### src/rtl/tiny_fpga_cfg_sequencer_if.sv
// Host byte stream and fabric serial config stream seen by the tiny FPGA config sequencer.
// master = the sequencer (consumes s_*, produces m_*); slave = host/fabric environment.
interface tiny_fpga_cfg_sequencer_if #(
  parameter int IN_WIDTH = 8
);
  logic                s_tvalid;
  logic                s_tready;
  logic [IN_WIDTH-1:0] s_tdata;
  logic                s_tlast;
  logic                m_tvalid;
  logic                m_tready;
  logic                m_tdata;
  logic                m_tlast;

  modport master (
    input  s_tvalid, s_tdata, s_tlast, m_tready,
    output s_tready, m_tvalid, m_tdata, m_tlast
  );

  modport slave (
    output s_tvalid, s_tdata, s_tlast, m_tready,
    input  s_tready, m_tvalid, m_tdata, m_tlast
  );
endinterface

### src/rtl/tiny_fpga_cfg_sequencer.sv
// Loads a host bitstream LSB-first onto the fabric config stream, then waits for cfg_ready and runs.
// Optional CRC-8 trailer check when TINY_FPGA_CFG_CRC_EN is defined (adds crc_err output).
module tiny_fpga_cfg_sequencer #(
  parameter int BITSTREAM_BITS = 144,
  parameter int IN_WIDTH       = 8,
  parameter int READY_TIMEOUT  = 255
) (
  input  logic clk,
  input  logic rst_n,
  input  logic start,
  input  logic stop,
  input  logic clear,
  output logic cfg,
  input  logic cfg_ready,
  output logic run,
  output logic busy,
  output logic done,
  output logic err,
`ifdef TINY_FPGA_CFG_CRC_EN
  output logic crc_err,
`endif
  tiny_fpga_cfg_sequencer_if.master bus
);

  localparam int BCW = $clog2(BITSTREAM_BITS + 1);
  localparam int VCW = $clog2(IN_WIDTH + 1);
  localparam int TCW = $clog2(READY_TIMEOUT + 1);
  localparam logic [BCW-1:0] LAST_BIT = BCW'(BITSTREAM_BITS - 1);
  localparam logic [TCW-1:0] TO_LAST  = TCW'(READY_TIMEOUT - 1);

  typedef enum logic [2:0] {IDLE, LOAD, WAIT, RUN, ERR} state_t;

  state_t              state;
  logic [IN_WIDTH-1:0] shreg;
  logic [VCW-1:0]      vcnt;
  logic [BCW-1:0]      bit_cnt;
  logic [TCW-1:0]      tcnt;
  logic                in_hs;
  logic                out_hs;

  // Valid bits carried by the next host word: a full word, or whatever remains of the bitstream.
  function automatic logic [VCW-1:0] word_bits(input logic [BCW-1:0] sent);
    int rem;
    rem = BITSTREAM_BITS - int'(sent);
    return (rem >= IN_WIDTH) ? VCW'(IN_WIDTH) : VCW'(rem);
  endfunction

`ifdef TINY_FPGA_CFG_CRC_EN
  localparam logic [BCW-1:0] ALL_BITS = BCW'(BITSTREAM_BITS);

  logic [7:0] crc;
  logic [7:0] crc_word;

  // CRC-8, poly 0x07, one bit per step, MSB-first register shift.
  function automatic logic [7:0] crc8_step(input logic [7:0] c, input logic b);
    logic fb;
    fb = c[7] ^ b;
    return {c[6:0], 1'b0} ^ (fb ? 8'h07 : 8'h00);
  endfunction

  assign crc_word = 8'(bus.s_tdata);
`else
  function automatic logic is_final_word(input logic [BCW-1:0] sent);
    int rem;
    rem = BITSTREAM_BITS - int'(sent);
    return rem <= IN_WIDTH;
  endfunction
`endif

  assign bus.s_tready = (state == LOAD) && (vcnt == '0);
  assign bus.m_tvalid = (state == LOAD) && (vcnt != '0);
  assign bus.m_tdata  = bus.m_tvalid & shreg[0];
  assign bus.m_tlast  = bus.m_tvalid && (bit_cnt == LAST_BIT);
  assign in_hs        = bus.s_tvalid & bus.s_tready;
  assign out_hs       = bus.m_tvalid & bus.m_tready;

  always_ff @(posedge clk or negedge rst_n) begin
    if (!rst_n) begin
      state   <= IDLE;
      shreg   <= '0;
      vcnt    <= '0;
      bit_cnt <= '0;
      tcnt    <= '0;
      cfg     <= 1'b0;
      run     <= 1'b0;
      busy    <= 1'b0;
      done    <= 1'b0;
      err     <= 1'b0;
`ifdef TINY_FPGA_CFG_CRC_EN
      crc     <= '0;
      crc_err <= 1'b0;
`endif
    end else begin
      case (state)
        IDLE: begin
          if (start) begin
            state   <= LOAD;
            cfg     <= 1'b1;
            busy    <= 1'b1;
            shreg   <= '0;
            vcnt    <= '0;
            bit_cnt <= '0;
            tcnt    <= '0;
`ifdef TINY_FPGA_CFG_CRC_EN
            crc     <= '0;
            crc_err <= 1'b0;
`endif
          end
        end

        LOAD: begin
          // Input and output handshakes are mutually exclusive: s_tready needs an empty register.
          if (out_hs) begin
            shreg   <= shreg >> 1;
            vcnt    <= vcnt - 1'b1;
            bit_cnt <= bit_cnt + 1'b1;
`ifdef TINY_FPGA_CFG_CRC_EN
            crc     <= crc8_step(crc, shreg[0]);
`else
            if (bit_cnt == LAST_BIT) begin
              state <= WAIT;
              tcnt  <= '0;
            end
`endif
          end else if (in_hs) begin
`ifdef TINY_FPGA_CFG_CRC_EN
            if (bit_cnt == ALL_BITS) begin
              // Trailer word: expected CRC over every bit sent, must close the frame.
              if (bus.s_tlast && (crc_word == crc)) begin
                state <= WAIT;
                tcnt  <= '0;
              end else begin
                state   <= ERR;
                cfg     <= 1'b0;
                busy    <= 1'b0;
                err     <= 1'b1;
                crc_err <= (crc_word != crc);
              end
            end else if (bus.s_tlast) begin
              state <= ERR;
              cfg   <= 1'b0;
              busy  <= 1'b0;
              err   <= 1'b1;
            end else begin
              shreg <= bus.s_tdata;
              vcnt  <= word_bits(bit_cnt);
            end
`else
            // Framing must agree: s_tlast exactly on the word that completes the bitstream.
            if (bus.s_tlast != is_final_word(bit_cnt)) begin
              state <= ERR;
              cfg   <= 1'b0;
              busy  <= 1'b0;
              err   <= 1'b1;
            end else begin
              shreg <= bus.s_tdata;
              vcnt  <= word_bits(bit_cnt);
            end
`endif
          end
        end

        WAIT: begin
          if (cfg_ready) begin
            state <= RUN;
            cfg   <= 1'b0;
            busy  <= 1'b0;
            run   <= 1'b1;
            done  <= 1'b1;
          end else if (tcnt == TO_LAST) begin
            state <= ERR;
            cfg   <= 1'b0;
            busy  <= 1'b0;
            err   <= 1'b1;
            tcnt  <= tcnt + 1'b1;
          end else begin
            tcnt <= tcnt + 1'b1;
          end
        end

        RUN: begin
          if (stop) begin
            state <= IDLE;
            run   <= 1'b0;
            done  <= 1'b0;
          end
        end

        ERR: begin
          if (clear) begin
            state   <= IDLE;
            err     <= 1'b0;
`ifdef TINY_FPGA_CFG_CRC_EN
            crc_err <= 1'b0;
`endif
          end
        end

        default: state <= IDLE;
      endcase
    end
  end

endmodule

### src/flat_wrapper.sv
// flat-port wrapper written by rule: the top's interface ports become plain ports
module tiny_fpga_cfg_sequencer_flat 
#(
  parameter int BITSTREAM_BITS = 144,
  parameter int IN_WIDTH       = 8,
  parameter int READY_TIMEOUT  = 255
)
  (clk, rst_n, start, stop, clear, cfg, cfg_ready, run, busy, done, err, bus_s_tvalid, bus_s_tdata, bus_s_tlast, bus_m_tready, bus_s_tready, bus_m_tvalid, bus_m_tdata, bus_m_tlast);
  tiny_fpga_cfg_sequencer_if #(.IN_WIDTH(IN_WIDTH)) bus_i ();
  input  logic clk;
  input  logic rst_n;
  input  logic start;
  input  logic stop;
  input  logic clear;
  output logic cfg;
  input  logic cfg_ready;
  output logic run;
  output logic busy;
  output logic done;
  output logic err;
  input wire logic [$bits(bus_i.s_tvalid)-1:0] bus_s_tvalid;
  input wire logic [$bits(bus_i.s_tdata)-1:0] bus_s_tdata;
  input wire logic [$bits(bus_i.s_tlast)-1:0] bus_s_tlast;
  input wire logic [$bits(bus_i.m_tready)-1:0] bus_m_tready;
  output wire logic [$bits(bus_i.s_tready)-1:0] bus_s_tready;
  output wire logic [$bits(bus_i.m_tvalid)-1:0] bus_m_tvalid;
  output wire logic [$bits(bus_i.m_tdata)-1:0] bus_m_tdata;
  output wire logic [$bits(bus_i.m_tlast)-1:0] bus_m_tlast;
  assign bus_i.s_tvalid = bus_s_tvalid;
  assign bus_i.s_tdata = bus_s_tdata;
  assign bus_i.s_tlast = bus_s_tlast;
  assign bus_i.m_tready = bus_m_tready;
  assign bus_s_tready = bus_i.s_tready;
  assign bus_m_tvalid = bus_i.m_tvalid;
  assign bus_m_tdata = bus_i.m_tdata;
  assign bus_m_tlast = bus_i.m_tlast;
  tiny_fpga_cfg_sequencer #(.BITSTREAM_BITS(BITSTREAM_BITS), .IN_WIDTH(IN_WIDTH), .READY_TIMEOUT(READY_TIMEOUT)) u_core (.clk(clk), .rst_n(rst_n), .start(start), .stop(stop), .clear(clear), .cfg(cfg), .cfg_ready(cfg_ready), .run(run), .busy(busy), .done(done), .err(err), .bus(bus_i));
endmodule
### config.mk
export PLATFORM = sky130hd
export DESIGN_NAME = tiny_fpga_cfg_sequencer_flat
export DESIGN_NICKNAME = d
export VERILOG_FILES = /design/src/rtl/tiny_fpga_cfg_sequencer_if.sv /design/src/rtl/tiny_fpga_cfg_sequencer.sv /design/src/flat_wrapper.sv
export SDC_FILE = /design/constraint.sdc
export NUM_CORES = 1
export LEC_CHECK = 0
export CORE_ASPECT_RATIO = 0.8
export CORE_MARGIN = 3
export CORE_UTILIZATION = 60
export CTS_CLUSTER_DIAMETER = 40
export DETAILED_ROUTE_END_ITERATION = 7
export PLACE_DENSITY = 0.85
export SLEW_MARGIN = 5
export SYNTH_ARGS = -nofsm -noshare
export SYNTH_HDL_FRONTEND = slang
export SYNTH_SLANG_ARGS = --single-unit
### constraint.sdc
create_clock -name clk -period 7.6 [get_ports clk]
set_clock_uncertainty 0.15 [all_clocks]
set_input_delay 1.14 -clock clk [delete_from_list [all_inputs] [get_ports clk]]
set_output_delay 1.14 -clock clk [all_outputs]
set_load 0.02 [all_outputs]
==> impl_metrics.yaml <==
sta:
  maxSlewHeadroom: 0.476
  period_share: 0.491
  fmax_mhz: 268
  rsz0062_at_grt: "no"
  timing.final.max_slew_violations: 0
  post-route-min-period_ns: 3.73
  timing.setup.tns_ns: 0
  setup_viol: 0
  tightest_slew_ns: 0.785
  hold_viol: 0
pwr:
  p_leak_nw: 1.13
  p_per_area_nw_per_um2: 316
  peakVddDrop_v: 0.000239
die:
  coreArea_um2: 3520
  die_height_um: 60.8
  row_count: 19
  io_pins: 26
  die_w_um: 74.5
  initial_utilization: 0.640
  die_area_um2: 4530
critical_path:
  regToRegSetupSlack_ns: 4.49
  crit_path_end_kind: "output port"
  worstSetupPathType: "reg2out"
  critPathRequiredTime_ns: 6.31
  worst-endpoint-arrival_ns: 2.44
  crit_fanout: 6
  cp-start-kind: "register"
detailed_routing:
  antenna_left: 0
  detail_route.vias_per_cell: 6.01
  wl_um: 4870
  wl_per_cell_um: 15.5
  first_pass_iters: 6
  drt_iter0_markers: 118
  dr_total_vias: 1887
  drc: 0
cts:
  path_clk_slew_ns: 0.07
  cts_buffer_depth: 2
  cts-root-buf: "clkbuf_8"
  cts_tree: "yes"
  hold_buffers: 0
  cts_htree_levels: 2
  clk_latency_ns: 0.29
  cts_setup_buffers: 0
  cts_resized: 0
  cts_made_buffers: 5
  cts.sinks: 34
yosys:
  synth_edf_count: 0
  synth.top_cells.by_area: "dfrtp_1, nand2_1, o21ai_0"
  syn_area_um2: 2250
  synth.avg_cell_area_um2: 8.93
  yosys.area.top_type: "dfrtp_1"
  ys_types: 55
  synth-seq-cells: 34
  synthCells: 252
  ys_top_cells_by_count: "dfrtp_1, nand2_1, nor2_1, o21ai_0, a21oi_1"
  ys_async_sr_fraction: 1.00
  netlist.area_leader.share: 0.378
  ys.flop_type: "dfrtp_1"
  seq_area_frac_synth: 0.378
  syn-num-nets: 276
  yosysWarningCount: 0
  synth.most_common_cell: "dfrtp_1"
grt:
  grt_pass1_vias: 1733
  grt_start_max_net_pins: 35
  grt_pass1_wl_um: 8130
  overflow: 0
  antenna_found_initial: 0
  track_usage: 0.239
min_path:
  holdCritPathClass: "reg2reg"
placement:
  hpwlAfterDp_um: 3510
  io_buffers: 25
  gp_congestion: 0.839
  placed_cells: 306
cells_and_area:
  diodes: 0
  final_cells: 314
  multi_input_area_um2: 1260
  layout.nets: 295
  fill_cells: 278
  drive_gt1_frac: 0.121
  area_delta_synth_final_pct: 13.7
  seq_area_um2: 851
  final_util: 0.728
flow_run:
  drv_cap: 0
outcome:
  status: "finished clean"
[report_power, final]
part | switching (mW) | internal (mW)
clock | 0.0653 | 0.0730
combinational | 0.224 | 0.183
sequential | 0.0476 | 0.218
[stage by stage]
stage                     hold WS (ns)  cell area (µm²)  setup slack, ns  total power, mW
after floorplan                  0.299             2250             4.46            0.581
after CTS                        0.338             2560             3.87            0.810
after global placement           0.327             2470             4.20            0.658
final                            0.339             2560             3.87            0.810
after detailed placement         0.329             2470             4.15            0.669
after global routing             0.355             2560             3.72            0.872
[sequential cells by signal (all words and copies together), names as in the netlist]
signal	flops
u_core.done	1
u_core.vcnt	4
u_core.bit_cnt	8
u_core.tcnt	8
u_core.state	3
u_core.shreg	8
u_core.cfg	1
u_core.err	1
[area by class of cell]
| cell class | count | area share |
|---|---|---|
| Clock inverter | 1 | 0.00196 |
| Multi-Input combinational cell | 193 | 0.493 |
| Sequential cell | 34 | 0.332 |
| Timing Repair Buffer | 27 | 0.104 |
| Inverter | 10 | 0.0147 |
| Clock buffer | 7 | 0.0337 |
| Tap cell | 42 | 0.0205 |
[cell families after synthesis]
kind of cell,after synthesis,synth area share
buffers and inverters,25,0.0611
and+or+nand+nor,101,0.228
DFF,34,0.378
xor gates and xnor gates,9,0.0350
muxes,14,0.0817
adders and majority gates,7,0.0389
AOI/OAI and AO/OA,62,0.177
[cells in the final DEF (no fill, tap or decap), drive strengths merged, types with 2 or more instances in the layout]
cell | Yosys | layout
a211oi | 3 | 3
a21oi | 13 | 13
a221oi | 2 | 2
a31oi | 3 | 3
a32oi | 2 | 2
and2 | 2 | 2
and3 | 7 | 7
buf | 6 | 2
clkbuf | 9 | 7
clkdlybuf4s50 | 0 | 25
dfrtp | 34 | 34
ha | 7 | 7
inv | 10 | 10
mux2 | 11 | 11
mux2i | 3 | 3
nand2 | 34 | 34
nand2b | 2 | 2
nand3 | 5 | 5
nand4 | 5 | 5
nor2 | 27 | 27
nor2b | 2 | 2
nor3 | 5 | 5
nor3b | 4 | 4
o21ai | 24 | 24
o21bai | 2 | 2
o31ai | 5 | 5
or3 | 2 | 2
xnor2 | 5 | 5
xor2 | 4 | 4
[worst max-delay path: stages (launching register included)]
cell and delay, ns:
dfrtp_1 0.42, inv_1 0.10, ha_1 0.17, nor3b_1 0.66
nor2_1 0.10, and2_1 0.19, clkdlybuf4s50_1 0.52
[path summary, 6_finish.rpt]
check,cells past startpoint,endpoint,from
max in group asynchronous,2,u_core.state[2]$_DFFE_PN0P_,rst_n
hold / removal,1,u_core.tcnt[7]$_DFFE_PN0P_,u_core.tcnt[7]$_DFFE_PN0P_
setup reg to reg,9,u_core.shreg[0]$_DFFE_PN0P_,u_core.bit_cnt[0]$_DFFE_PN0P_
setup / recovery,6,bus_m_tdata,u_core.vcnt[0]$_DFFE_PN0P_
hold reg to reg,1,u_core.tcnt[7]$_DFFE_PN0P_,u_core.tcnt[7]$_DFFE_PN0P_
min in group asynchronous,2,u_core.bit_cnt[3]$_DFFE_PN0P_,rst_n
[metal layers]
layer / vias to the layer above / wire length (µm) / global-route usage
met5: - / 0 / 0
met4: 0 / 62 / 0.0914
met3: 6 / 209 / 0.0613
met2: 50 / 2210 / 0.364
met1: 908 / 2390 / 0.330
li1: 923 / - / -
Power figures use the tool's default switching activity.
